--- config.mk ---
export PLATFORM = sky130hd
export DESIGN_NAME = decoder_2to4_pulse
export DESIGN_NICKNAME = d
export VERILOG_FILES = /design/src/rtl/decoder_2to4_pulse_pkg.sv /design/src/rtl/decoder_2to4_pulse_hold_counter.sv /design/src/rtl/decoder_2to4_pulse.sv
export SDC_FILE = /design/constraint.sdc
export NUM_CORES = 1
export LEC_CHECK = 0
export CORE_MARGIN = 3
export CORE_UTILIZATION = 37
export DETAILED_ROUTE_END_ITERATION = 10
export HOLD_SLACK_MARGIN = 0.12
export REMOVE_ABC_BUFFERS = 1
export SLEW_MARGIN = 20
export SYNTH_ARGS = -nofsm -noshare
export SYNTH_HDL_FRONTEND = slang
export SYNTH_SLANG_ARGS = --single-unit
--- constraint.sdc ---
create_clock -name clk -period 1.7 [get_ports clk]
set_clock_uncertainty 0.05 [all_clocks]
set_input_delay 0.17 -clock clk [delete_from_list [all_inputs] [get_ports clk]]
set_output_delay 0.17 -clock clk [all_outputs]
set_load 0.1 [all_outputs]
--- src/rtl/decoder_2to4_pulse_pkg.sv ---
// Shared types and helpers for the 2-to-4 pulse decoder: FSM states, code widths, one-hot mapping.
package decoder_pkg;

  localparam int CODE_W     = 2;
  localparam int ONEHOT_W   = 4;
  localparam int HOLD_CNT_W = 8;

  typedef enum logic [1:0] {
    ST_IDLE = 2'd0,
    ST_HOLD = 2'd1,
    ST_GAP  = 2'd2
  } state_t;

  function automatic logic [ONEHOT_W-1:0] onehot_of(input logic [CODE_W-1:0] code);
    logic [ONEHOT_W-1:0] oh;
    oh       = '0;
    oh[code] = 1'b1;
    return oh;
  endfunction

endpackage

--- src/rtl/decoder_2to4_pulse_hold_counter.sv ---
// Loadable down-counter with zero flag that times the strobe; load wins over decrement.
// One-cycle update; decrement stops at zero rather than wrapping.
module pulse_hold_counter
  import decoder_pkg::*;
(
  input  logic                  clk,
  input  logic                  rst,
  input  logic                  load,
  input  logic [HOLD_CNT_W-1:0] load_value,
  input  logic                  dec,
  output logic                  zero
);

  logic [HOLD_CNT_W-1:0] count;

  always_ff @(posedge clk) begin
    if (rst) begin
      count <= '0;
    end else if (load) begin
      count <= load_value;
    end else if (dec && (count != '0)) begin
      count <= count - 1'b1;
    end
  end

  assign zero = (count == '0);

endmodule

--- src/rtl/decoder_2to4_pulse.sv ---
// Decodes a handshaked 2-bit code into a one-hot strobe held HOLD_CYCLES cycles plus a 1-cycle gap.
// Strobe appears right after the accepting edge; in_ready is low for HOLD_CYCLES+1 cycles after each accept.
module decoder_2to4_pulse
  import decoder_pkg::*;
#(
  parameter int HOLD_CYCLES = 4,
  parameter int CNT_W       = 8
) (
  input  logic                clk,
  input  logic                rst,
  input  logic                in_valid,
  input  logic [CODE_W-1:0]   in_code,
  output logic                in_ready,
  output logic [ONEHOT_W-1:0] out,
  output logic                out_valid,
  output logic                busy,
  output logic [CNT_W-1:0]    event_count
);

  if ((HOLD_CYCLES < 1) || (HOLD_CYCLES > 255)) begin : g_bad_hold
    $error("HOLD_CYCLES must be in 1..255");
  end

  // Counter is loaded with HOLD_CYCLES-1 so the terminal zero lands on the last strobe cycle.
  localparam logic [HOLD_CNT_W-1:0] HOLD_LOAD = HOLD_CNT_W'(HOLD_CYCLES - 1);

  state_t state;
  logic   accept;
  logic   hold_zero;

  assign in_ready = (state == ST_IDLE) && !rst;
  assign accept   = in_valid && in_ready;

  pulse_hold_counter u_hold (
    .clk        (clk),
    .rst        (rst),
    .load       (accept),
    .load_value (HOLD_LOAD),
    .dec        (state == ST_HOLD),
    .zero       (hold_zero)
  );

  always_ff @(posedge clk) begin
    if (rst) begin
      state       <= ST_IDLE;
      out         <= '0;
      out_valid   <= 1'b0;
      busy        <= 1'b0;
      event_count <= '0;
    end else begin
      case (state)
        ST_IDLE: begin
          if (accept) begin
            state     <= ST_HOLD;
            out       <= onehot_of(in_code);
            out_valid <= 1'b1;
            busy      <= 1'b1;
            if (event_count != '1) begin
              event_count <= event_count + 1'b1;
            end
          end
        end
        ST_HOLD: begin
          if (hold_zero) begin
            state     <= ST_GAP;
            out       <= '0;
            out_valid <= 1'b0;
          end
        end
        ST_GAP: begin
          state <= ST_IDLE;
          busy  <= 1'b0;
        end
        default: begin
          state     <= ST_IDLE;
          out       <= '0;
          out_valid <= 1'b0;
          busy      <= 1'b0;
        end
      endcase
    end
  end

endmodule

==> results.md, run 1 <==
* Max-slew violation count at 0
* CTS root buf: clkbuf_4
* F_max at 599 MHz
* Max stage delay cell, worst path: or4_4
* # fillers at 250
* Critical Path AT at 1880 ps
* Reg-to-reg critical path endpoint: u_hold.count[7]
* Most common cell after layout, fill and taps aside: dfxtp_1
* Placed insts at 185
* Fin. Hold Viols at 0
* Min Clock Period, post-route at 1670 ps
* CP Max Fanout at 3
* Avg Synthesized Cell Area at 8.94 um2
* Post-Syn Instances at 124
* Clk slew on worst S/H paths at 140 ps
* Max clock buf depth at 2
* Final std cells w/o fill at 190
* Fin crit share at 0.982
* Vias in the first global route at 986
* WL final at 2520 um
* Setup TNS at 0 ps
* Layout net count at 168
* WHS Path Cells at 3
* Tightest slew margin relative to the limit at 0.725
* # IOs at 20
* Core ar. at 2810 um2
* DR vias at 1033
* Initial antenna violation count at 0
* GPL Wtd Cong at 0.836
* Wire per inst at 13.3 um
* Buffers on Ports at 19
* Worst r2r src: u_hold.count[0]
* Netlist cell types at 36
* Grt ovf at 0
* Unrepaired setup endpoints after global routing: true
* Most frequent cells in the layout: dfxtp_1, buf_4, buf_12
* GRT Overall Usage at 0.152
* Antenna violation net count after detailed routing at 0
* Die ar. at 3690 um2
* Area delta synth->final at 48.0%
* Cts hold-fix bufs at 0
* Htree depth at 1
* TritonCTS clock tree: built
* Yosys Warn Count at 0
* Share of cells above drive strength 1 at 0.277
* Starting Density at 0.395
* Flop2flop setup slack at 30 ps
* # diodes at 0
* Post-DR vias/cell at 5.44
* WHS Endpoint: out[3]
* R2R cell count at 5
* Startpoint Class: flip-flop
* CP Buf/Inv Count at 1
* CP cell instances: buf_4, nor4b_4, o211ai_4, or4_4, a21oi_2
* HP Class: primary input to flip-flop
* Crit. End Element: flip-flop
* Setup Crit Path Kind: flip-flop to flip-flop
* Clk_lat worst skew at 320 ps
* Final total power at 1.43 mW
* Outcome: completed
* Register area share after synthesis at 0.433
* CP top delay family: simple AND/OR/NAND/NOR gates
* Multi-input gate area at 624 um2
* P_leak at 0.650 nW
* Die X at 60.7 um
* Number of CTS-inserted buffers at 3
* Synth Register Bits at 24
* Crit path launch: u_hold.count[0]
* Drt initial violations at 38
* CP peak stage delay at 440 ps
* Router iterations before antenna repair at 4
* Sink Count at 24
* Setup violations, final at 0
* Max VDD drop at 429 uV
* Sequential cell area at 482 um2
* Mapped Area at 1110 um2
* Worst-margin pin slew at 409 ps
* Worst hold path startpoint: in_code[0]
* Crit path depth at 5
* Req. time, crit path at 1910 ps
* Rows at 19
* DP HPWL at 1910 um
* First-pass GRT wire length at 4190 um
* Max-Cap Viols at 0
* Cell Pwr Density at 872 nW/um2
* Largest net degree at the start of global routing at 18
* Residual DRC at 0
* Die height at 60.7 um
metal layers:
| metal | vias to the layer above | track usage | part of all wire | routed length [um] |
|---|---|---|---|---|
| met4 | 0 | 0.0836 | 0.025 | 63 |
| met3 | 8 | 0.0277 | 0.035 | 89 |
| met1 | 484 | 0.194 | 0.46 | 1160 |
| li1 | 521 | - | - | - |
| met2 | 20 | 0.241 | 0.48 | 1200 |
| met5 | - | 0 | 0 | 0 |
cell usage after synthesis, drive strengths merged:
cell type   n  area, um2
nand3b      2       15.0
and2        1       6.26
nor2b       2       12.5
or3b        1       8.76
o21ai       7       35.0
o211ai      3       27.5
clkbuf      1       3.75
a21oi      12       60.1
nand2       8       30.0
ha          3       37.5
and4        2       17.5
buf         2       10.0
xor2        6       52.6
a211oi      2       15.0
mux2i       2       20.0
nand4       3       18.8
a21boi      1       7.51
or4         2       15.0
nor4        1       6.26
mux2        1       11.3
o31ai       1       7.51
nand2b      1       6.26
and3        1       6.26
o2111ai     1       8.76
nor3        6       30.0
nor3b       1       7.51
nor4b       2       38.8
nor2       12       45.0
xnor2       1       8.76
or3         2       12.5
nand3       5       25.0
dfxtp      24        480
inv         4       15.0
a31oi       1       6.26
timing repair:
action,CTS,global route
buffers inserted,0,1
gates resized for setup,0,9
setup endpoints to repair,0,12
sequential cells by signal (all words and copies together) (netlist names):
| name | flops |
|---|---|
| u_hold.count | 8 |
| event_count | 8 |
| busy | 1 |
| out_valid | 1 |
| out | 4 |
| state | 2 |
final cells by class:
cell class                 count  share of cell area
sequential                    24               0.294
tap                           31              0.0236
inverter                       4             0.00915
timing repair buffer          34               0.261
clock inverter                 1              0.0183
clock buffer                   3              0.0137
multi-input combinational     93               0.381
cell families (layout without fill, tap and decap cells):
kind of cell	after synthesis	count (layout)	synth area share
and+or+nand+nor	52	52	0.272
AOI/OAI and AO/OA	28	28	0.151
DFF	24	24	0.433
xor gates and xnor gates	7	7	0.0553
buffers and inverters	7	42	0.0260
adders and majority gates	3	3	0.0339
muxes	3	3	0.0282
worst reg2reg max path, cell delays in order (launching register included):
cell and delay [ps]:
dfxtp_1 340, buf_4 140, nor4b_4 370, o211ai_4 140
or4_4 440, a21oi_2 130
through the flow:
step	setup slack, ps	hold WS, ps	util	cell area [um2]
detailed placement	-97.0	425	0.554	1550
floorplan	-1750	189	-	1090
CTS	4.59	415	0.573	1610
global placement	-42.9	419	0.554	1550
finish	30.7	424	0.585	1640
global route	-43.3	441	0.585	1640
how the worst max path moves through the flow:
stage          slack (ps)              end
6_report               30  u_hold.count[7]
5_1_grt               -40  u_hold.count[7]
4_1_cts                 5  u_hold.count[4]
3_5_place_dp         -100   event_count[7]
3_3_place_gp          -40   event_count[7]
2_1_floorplan       -1750           out[0]
power breakdown:
group	switching [mW]	internal, mW	total (mW)
Clock	0.180	0.239	0.418
Sequential	0.0291	0.592	0.621
Combinational	0.233	0.159	0.392
(Power assumes the default switching activity.)
==> run 2: changes to the inputs <==
--- a/config.mk
+++ b/config.mk
@@ -5,9 +5,9 @@
 export SDC_FILE = /design/constraint.sdc
 export NUM_CORES = 1
 export LEC_CHECK = 0
-export CORE_MARGIN = 3
 export CORE_UTILIZATION = 37
 export DETAILED_ROUTE_END_ITERATION = 10
+export DONT_BUFFER_PORTS = 1
 export HOLD_SLACK_MARGIN = 0.12
 export REMOVE_ABC_BUFFERS = 1
 export SLEW_MARGIN = 20
==> run 2 against run 1 <==
  * The run now ends with hold timing left
  * Clock power down 27%
  * Critical endpoint unchanged
  * Worst hold slack worse by 580 ps
  * Largest cell class unchanged
  * Largest power group unchanged
  * Routed wire length shrank 7.1%
  * Via count down 3.7%
  * Non-clock buffer count down 7
  * Critical path type unchanged
  * Setup slack better by 61 ps
  * Sequential share of layout area increased by 4.2 points
  * Core utilization decreased by 7.0 points
==> results.md, run 2 (same netlist as run 1, synthesis figures left out) <==
* Outcome: complete, but fails checks (was completed)
* Failing checks: hold timing
* Residual DRC at 0 (unchanged)
* DR vias at 995 (was 1033)
* Share of cells above drive strength 1 at 0.230 (was 0.277)
* CTS root buf: clkbuf_4 (unchanged)
* Max clock buf depth at 2 (unchanged)
* Buffers on Ports at 0 (was 19)
* Crit. End Element: flip-flop (unchanged)
* Router iterations before antenna repair at 4 (unchanged)
* Final std cells w/o fill at 183 (was 190)
* Worst slack, placed at 47.6 ps (was -97.0 ps)
* Clk_lat worst skew at 320 ps (about the same)
* Setup TNS at 0 ps (unchanged)
* Wire per inst at 12.8 um (was 13.3 um)
* Initial antenna violation count at 0 (unchanged)
* Number of CTS-inserted buffers at 3 (unchanged)
* Rows at 19 (unchanged)
* Tightest slew margin relative to the limit at 0.723 (was 0.725)
* Most frequent cells in the layout: dfxtp_1, buf_4, nor2_1 (was dfxtp_1, buf_4, buf_12)
* Most common cell after layout, fill and taps aside: dfxtp_1 (unchanged)
* # IOs at 20 (unchanged)
* Worst Hold Slack at -152 ps (was 424 ps)
* GRT Overall Usage at 0.154 (was 0.152)
* Starting Density at 0.395 (unchanged)
* Final WS setup at 91.4 ps (was 30.7 ps)
* First-pass GRT wire length at 3860 um (was 4190 um)
* Flop2flop setup slack at 90 ps (was 30 ps)
* Max-slew violation count at 0 (unchanged)
* CP Max Fanout at 5 (was 3)
* Post-DR vias/cell at 5.44 (about the same)
* Max-Cap Viols at 0 (unchanged)
* # fillers at 258 (was 250)
* Clk slew on worst S/H paths at 140 ps (about the same)
* Min Clock Period, post-route at 1610 ps (was 1670 ps)
* Startpoint Class: flip-flop (unchanged)
* Max VDD drop at 520 uV (was 429 uV)
* Area delta synth->final at 30.4% (was 48.0%)
* TritonCTS clock tree: built (unchanged)
* Die height at 56.7 um (was 60.7 um)
* GPL Wtd Cong at 0.812 (was 0.836)
* F_max at 622 MHz (was 599 MHz)
* Drt initial violations at 30 (was 38)
* Regs by FF count: event_count x8, u_hold.count x8, out x4 (unchanged)
* Antenna violation net count after detailed routing at 0 (unchanged)
* # diodes at 0 (unchanged)
* Vias in the first global route at 917 (was 986)
* Setup violations, final at 0 (unchanged)
* Layout net count at 161 (was 168)
* Cell Pwr Density at 865 nW/um2 (was 872 nW/um2)
* Setup Crit Path Kind: flip-flop to flip-flop (unchanged)
* Largest net degree at the start of global routing at 20 (was 18)
* Cts hold-fix bufs at 7 (was 0)
* Final total power at 1.25 mW (was 1.43 mW)
* Fin crit share at 0.946 (was 0.982)
* Core ar. at 2810 um2 (unchanged)
* Die ar. at 3220 um2 (was 3690 um2)
* Grt ovf at 0 (unchanged)
* Sink Count at 24 (unchanged)
* Design Area, Final at 1450 um2 (was 1640 um2)
* Req. time, crit path at 1910 ps (about the same)
* Placed insts at 172 (was 185)
* Final Util at 0.515 (was 0.585)
* Htree depth at 1 (unchanged)
* P_leak at 0.585 nW (was 0.650 nW)
* HP Class: primary input to flip-flop (unchanged)
* WL final at 2340 um (was 2520 um)
* DP HPWL at 1660 um (was 1910 um)
* Post-DP Area at 1310 um2 (was 1550 um2)
* Critical Path AT at 1820 ps (was 1880 ps)
* Die X at 56.7 um (was 60.7 um)
* Worst-margin pin slew at 412 ps (was 409 ps)
* Fin. Hold Viols at 13 (was 0)
## run 2: critical path, cell delays in order (launching register included)
cell and delay, ps:
dfxtp_2 350, inv_1 50, ha_1 190, or3b_4 260
o211ai_2 110, or4_1 420, a21oi_1 130
## run 2: final cells by class
class                   count  area, um2  share of cell area
well taps                  31       38.8              0.0268
inverters                   4       15.0              0.0104
multi-input cells          93        632               0.437
clock buffers               4       36.3              0.0251
flip-flops and latches     24        485               0.336
repair buffers             27        238               0.165
## run 2: report_power, final
group          internal [mW]  switching (mW)  total (mW)
Clock                  0.131           0.173       0.304
Sequential             0.593          0.0258       0.618
Combinational          0.114           0.214       0.328
Total                  0.838           0.413        1.25
## run 2: worst paths after layout
path,startpoint,endpoint,cells after the start
setup / recovery,u_hold.count[0],u_hold.count[7],6
hold / removal,rst,state[0],1
setup reg to reg,u_hold.count[0],u_hold.count[7],6
hold reg to reg,out[2],out[2],2
## run 2: repair_timing
item                       in CTS  in global routing
hold endpoints to repair       18                 13
setup buffers                   0                  0
gates resized for setup         0                  9
setup endpoints to repair       0                 14
## run 2: per-layer routing
layer / vias to the layer above / GRT usage / part of all wire
met5: - / 0 / 0
met4: 0 / 0.0523 / 0.010
met3: 4 / 0.0530 / 0.043
met2: 22 / 0.276 / 0.51
met1: 464 / 0.170 / 0.44
li1: 505 / - / -
